## src/rtl/fifo_pkg.sv

```systemverilog
// Shared types for the FIFO read-side drain engine.
package fifo_pkg;

  localparam int unsigned DSIZE_DEF = 8;

  typedef enum logic {
    IDLE,
    PKT
  } state_e;

  // Buffer entry at the default data width.
  typedef struct packed {
    logic [DSIZE_DEF-1:0] data;
    logic                 last;
  } entry_t;

  // Width of a counter that holds 0..n-1, never narrower than one bit.
  function automatic int unsigned idx_w(input int unsigned n);
    return (n > 1) ? $clog2(n) : 1;
  endfunction

endpackage

```

## src/rtl/fifo_skid2.sv

```systemverilog
// Two-entry output buffer: simultaneous push and pop are both honoured.
module fifo_skid2 #(
  parameter int unsigned W = 9
) (
  input  logic         clk_i,
  input  logic         rst_ni,
  input  logic         push_i,
  input  logic [W-1:0] data_i,
  input  logic         pop_i,
  output logic [W-1:0] head_o,
  output logic [1:0]   cnt_o
);

  logic [W-1:0] mem_q [2];
  logic         wptr_q;
  logic         rptr_q;
  logic [1:0]   cnt_q;
  logic [1:0]   cnt_d;
  logic         do_pop;

  assign do_pop = pop_i & (cnt_q != 2'd0);

  // Occupancy next state: push-only grows, pop-only shrinks, both cancel.
  always_comb begin
    cnt_d = cnt_q;
    if (push_i && !do_pop) begin
      cnt_d = cnt_q + 2'd1;
    end else if (!push_i && do_pop) begin
      cnt_d = cnt_q - 2'd1;
    end
  end

  // Storage, pointers and occupancy.
  always_ff @(posedge clk_i or negedge rst_ni) begin
    if (!rst_ni) begin
      for (int unsigned i = 0; i < 2; i++) begin
        mem_q[i] <= '0;
      end
      wptr_q <= 1'b0;
      rptr_q <= 1'b0;
      cnt_q  <= '0;
    end else begin
      if (push_i) begin
        mem_q[wptr_q] <= data_i;
        wptr_q        <= ~wptr_q;
      end
      if (do_pop) begin
        rptr_q <= ~rptr_q;
      end
      cnt_q <= cnt_d;
    end
  end

  assign head_o = mem_q[rptr_q];
  assign cnt_o  = cnt_q;

endmodule

```

## src/rtl/fifo_rd_stream.sv

```systemverilog
// Read-side drain engine: fetches from the FIFO read port, absorbs the
// registered read latency and presents packets on a valid/ready stream.
module fifo_rd_stream
  import fifo_pkg::*;
#(
  parameter int unsigned DSIZE = DSIZE_DEF,
  parameter int unsigned BURST = 4
) (
  input  logic             rclk,
  input  logic             rrst_n,
  input  logic             drain_en,
  input  logic             rempty,
  input  logic [DSIZE-1:0] rdata,
  output logic             rinc,
  output logic [DSIZE-1:0] m_data,
  output logic             m_valid,
  input  logic             m_ready,
  output logic             m_last,
  output logic             busy
);

  localparam int unsigned    IW       = idx_w(BURST);
  localparam logic [IW-1:0]  LAST_IDX = IW'(BURST - 1);

  state_e          state_q;
  logic [IW-1:0]   fetch_idx_q;
  logic            infl_q;
  logic            tag_q;

  logic [1:0]      cnt;
  logic [DSIZE:0]  head;
  logic            pop;
  logic            fetch_last;
  logic            credit_ok;

  assign pop        = m_valid & m_ready;
  assign fetch_last = (fetch_idx_q == LAST_IDX);

  // cnt + infl - pop < 2, rearranged so the arithmetic stays unsigned.
  assign credit_ok = (({1'b0, cnt} + {2'b00, infl_q}) < (3'd2 + {2'b00, pop}));

  assign rinc = rrst_n & ~rempty & ((state_q == PKT) | drain_en) & credit_ok;

  // Packet FSM, beat counter and in-flight read tracking.
  // With BURST=1 every fetch is last, so the machine never leaves IDLE.
  always_ff @(posedge rclk or negedge rrst_n) begin
    if (!rrst_n) begin
      state_q     <= IDLE;
      fetch_idx_q <= '0;
      infl_q      <= 1'b0;
      tag_q       <= 1'b0;
    end else begin
      infl_q <= rinc;
      if (rinc) begin
        tag_q       <= fetch_last;
        fetch_idx_q <= fetch_last ? '0 : fetch_idx_q + 1'b1;
        state_q     <= fetch_last ? IDLE : PKT;
      end
    end
  end

  fifo_skid2 #(
    .W (DSIZE + 1)
  ) u_buf (
    .clk_i  (rclk),
    .rst_ni (rrst_n),
    .push_i (infl_q),
    .data_i ({rdata, tag_q}),
    .pop_i  (pop),
    .head_o (head),
    .cnt_o  (cnt)
  );

  assign m_data  = head[DSIZE:1];
  assign m_last  = head[0];
  assign m_valid = (cnt != 2'd0);
  assign busy    = (state_q == PKT) | infl_q | (cnt != 2'd0);

endmodule
```

## config.mk

```make
export PLATFORM = sky130hd
export DESIGN_NAME = fifo_rd_stream
export DESIGN_NICKNAME = d
export VERILOG_FILES = /design/src/rtl/fifo_pkg.sv /design/src/rtl/fifo_skid2.sv /design/src/rtl/fifo_rd_stream.sv
export SDC_FILE = /design/constraint.sdc
export NUM_CORES = 1
export LEC_CHECK = 0
export CAP_MARGIN = 15
export CORE_MARGIN = 1.5
export CORE_UTILIZATION = 45
export CTS_BUF_LIST = sky130_fd_sc_hd__clkbuf_8
export DETAILED_ROUTE_END_ITERATION = 7
export GPL_TIMING_DRIVEN = 0
export PLACE_DENSITY = 0.81
export SETUP_SLACK_MARGIN = 0.2
export SYNTH_ARGS = -nofsm -noshare
export SYNTH_HDL_FRONTEND = slang
export SYNTH_SLANG_ARGS = --single-unit
```

## constraint.sdc

```tcl
create_clock -name rclk -period 2.4 [get_ports rclk]
set_clock_uncertainty 0.15 [all_clocks]
set_input_delay 0.48 -clock rclk [delete_from_list [all_inputs] [get_ports rclk]]
set_output_delay 0.48 -clock rclk [all_outputs]
set_load 0.02 [all_outputs]
```

==> qor.yml <==
power.ir.vdd_worst_mv: 0.717
yosys_warnings: 0
syn-cell-area_um2: 1220
diode_insertion_count_for_antenna_repair: 0
synth-seq-cells: 27
violated_checks: "hold timing"
fin_tns_setup_ns: 0
final.period_utilization_pct: 99.8
final_period_minus_worst_setup_slack_ns: 2.39
starting_utilization_of_the_core_area_pct: 48.2
num_vias: 739
finish.cell_count_without_fillers: 143
grt_first_pass_wirelength_mm: 3.31
synth-compound-area-share_pct: 2.78
worst_slew_pin_slew_ns: 0.418
path_delay_family: "flip-flops"
postRouteWirelength_mm: 2.14
whs_ns: -0.0418
min_path_type: "in -> async"
syn2layout_area_growth_pct: 31.1
clock_tree.htree_level_count: 1
cts_buffer_depth: 2
synthSimpleGateAreaFrac_pct: 3.40
synth_xor_xnor_area_share_pct: 3.60
cp.required_ns: 1.77
timing.critical_path.slowest_cell_delay_ns: 0.41
power_density_nw_per_um2: 1350
crit_path_cell_trace: "ha_2 > ha_4 > or3b_4 > a211oi_4 > buf_6"
setup_viol: 0
count_of_antenna_violating_nets_left_after_detailed_routing: 0
place_inst: 134
grt_remaining_overflow: 0
number_of_global_route_vias_before_repair: 787
grt_antenna_before_repair: 0
stdcell_area_um2: 1590
setup.worst_path.start_class: "register"
routabilityCongestion: 0.697
die_w_um: 55.0
max-cap-violations: 0
cts_made_buffers: 3
placed_cell_area_um2: 1500
cp_num_buf_inv: 1
synth-seq-area-share_pct: 55.6
syn_area_per_cell_um2: 15.2
number_of_input_and_output_port_buffers_inserted: 24
setup.worst_path.class: "reg -> out"
crit_path_max_fanout: 2
grt_usage_pct: 15.9
relSlewSlack_pct: 71.9
drt-initial-drc-count: 3
die_area_um2: 3020
final_max_slew_viol_count: 0
timing.final.hold_violations: 27
nets: 131
cts_tree: "built"
drtPass1Iterations: 4
crit_arrival_ns: 1.76
post_drt_via_cell_ratio: 5.17
rsz0062_at_grt: "true"
avgRoutedWirePerCell_um: 15.0
synthMuxAreaShare_pct: 29.5
fmax_mhz: 418
main_combinational_cell_family_by_area_after_synthesis: "multiplexers"
synth_cell_type_count: 19
synth-adder-area-share_pct: 4.12
slowest_stage: "dfrtp_1"
cts_sinks: 27
post_detailed_placement_half_perimeter_wirelength_mm: 1.42
drive_above_1_share_pct: 43.4
grt_max_degree: 29
cellLeakagePower_uw: 0.000720
cts_root_buf: "clkbuf_8"
floorplan.rows: 18
drcViolationCount: 0
outcome: "finished, violations left"
post_synth_inst_count: 80
placeableCoreArea_um2: 2520
clk-insertion-delay-late_ns: 0.27
pin_count: 25
syn-num-nets: 97
clkTransAtPathRegs_ns: 0.09
die_y_um: 55.0
worstSetupEndpointType: "output pin"
==> report_power, final <==
part | internal [µW] | switching, µW | total, µW
Sequential | 679 | 131 | 810
Clock | 115 | 137 | 252
Combinational | 607 | 484 | 1090
Total | 1400 | 753 | 2150
==> cell usage in the layout, fill, tap and decap left out, drive strengths merged <==
| master | Yosys | final |
|---|---|---|
| a211oi | 1 | 1 |
| buf | 1 | 9 |
| clkbuf | 1 | 4 |
| clkdlybuf4s50 | 0 | 11 |
| dfrtp | 27 | 27 |
| dlygate4sd2 | 0 | 10 |
| ha | 4 | 4 |
| inv | 1 | 2 |
| mux2 | 30 | 30 |
| mux2i | 1 | 1 |
| nand2 | 1 | 1 |
| nor2 | 2 | 2 |
| nor2b | 1 | 1 |
| o21ai | 1 | 1 |
| o2bb2ai | 1 | 1 |
| or2 | 1 | 1 |
| or3 | 1 | 1 |
| or3b | 1 | 1 |
| xnor2 | 2 | 2 |
| xor2 | 3 | 3 |
==> worst paths after layout <==
path / startpoint / endpoint / slack [ns] / cells past startpoint
worst max-delay path: infl_q / rinc / 0.005 / 5
worst min-delay path: rrst_n / u_buf.mem_q[13] / -0.04 / 1
worst max register to register: infl_q / fetch_idx_q[1] / 0.30 / 6
worst min register to register: u_buf.wptr_q / u_buf.wptr_q / 0.34 / 1
max in group asynchronous: rrst_n / u_buf.mem_q[6] / 1.89 / 1
min in group rclk: u_buf.wptr_q / u_buf.wptr_q / 0.34 / 1
==> timing repair <==
| item | CTS | global route |
|---|---|---|
| pin swaps | 1 | 2 |
| gates resized for setup | 31 | 4 |
| endpoints found under the setup margin | 17 | 2 |
| hold endpoints to repair | 27 | 27 |
| setup buffers | 3 | 2 |
| cloned | 0 | 0 |
==> cells by family after synthesis <==
family,after synthesis
flip-flops,27
multiplexers,31
adder cells (fa/ha/maj),4
AO/OA/AOI/OAI,3
XOR/XNOR,5
AND/OR/NAND/NOR,7
buffers and inverters,3
==> cell usage after synthesis <==
library cell | number | area (µm²)
a211oi_4 | 1 | 20.0
buf_2 | 1 | 5.00
clkbuf_1 | 1 | 3.75
dfrtp_1 | 27 | 676
ha_1 | 4 | 50.1
inv_1 | 1 | 3.75
mux2_2 | 27 | 304
mux2_4 | 3 | 45.0
mux2i_1 | 1 | 10.0
nand2_1 | 1 | 3.75
nor2_1 | 2 | 7.51
nor2b_1 | 1 | 6.26
o21ai_1 | 1 | 5.00
o2bb2ai_1 | 1 | 8.76
or2_2 | 1 | 6.26
or3_1 | 1 | 6.26
or3b_4 | 1 | 11.3
xnor2_1 | 2 | 17.5
xor2_1 | 3 | 26.3
==> area by class of cell <==
class                   count  area (µm²)
clock inverters             1        3.75
repair buffers             29         269
flip-flops and latches     27         676
clock buffers               3        41.3
multi-input cells          50         551
inverters                   1        3.75
fillers                   217         928
plain buffers               2        12.5
well taps                  30        37.5
==> state kept, by name, summed over array words and instances, names as in the netlist <==
signal / cells
tag_q: 1
u_buf.wptr_q: 1
infl_q: 1
fetch_idx_q: 2
u_buf.mem_q: 18
u_buf.rptr_q: 1
state_q: 1
u_buf.cnt_o: 2
==> metal layers <==
layer	part of all wire, %	up-vias	track usage (%)
li1	-	350	-
met1	41	364	17.5
met2	52	23	29.0
met3	5.6	2	4.84
met4	0.56	0	4.88
met5	0	-	0
==> through the flow <==
stage | util (%) | setup WS (ns) | power [µW] | hold WS, ns
final | 63.2 | 0.00533 | 2150 | -0.0418
after global routing | 63.2 | -0.0522 | 2300 | -0.0333
after CTS | 61.8 | -0.0216 | 2120 | -0.0333
after detailed placement | 59.3 | -1.60 | 1920 | 0.328
after global placement | 59.3 | -1.54 | 1870 | 0.324
after floorplan | - | 0.207 | 1530 | 0.0344
Note: power is estimated with default switching activity, not from simulation.
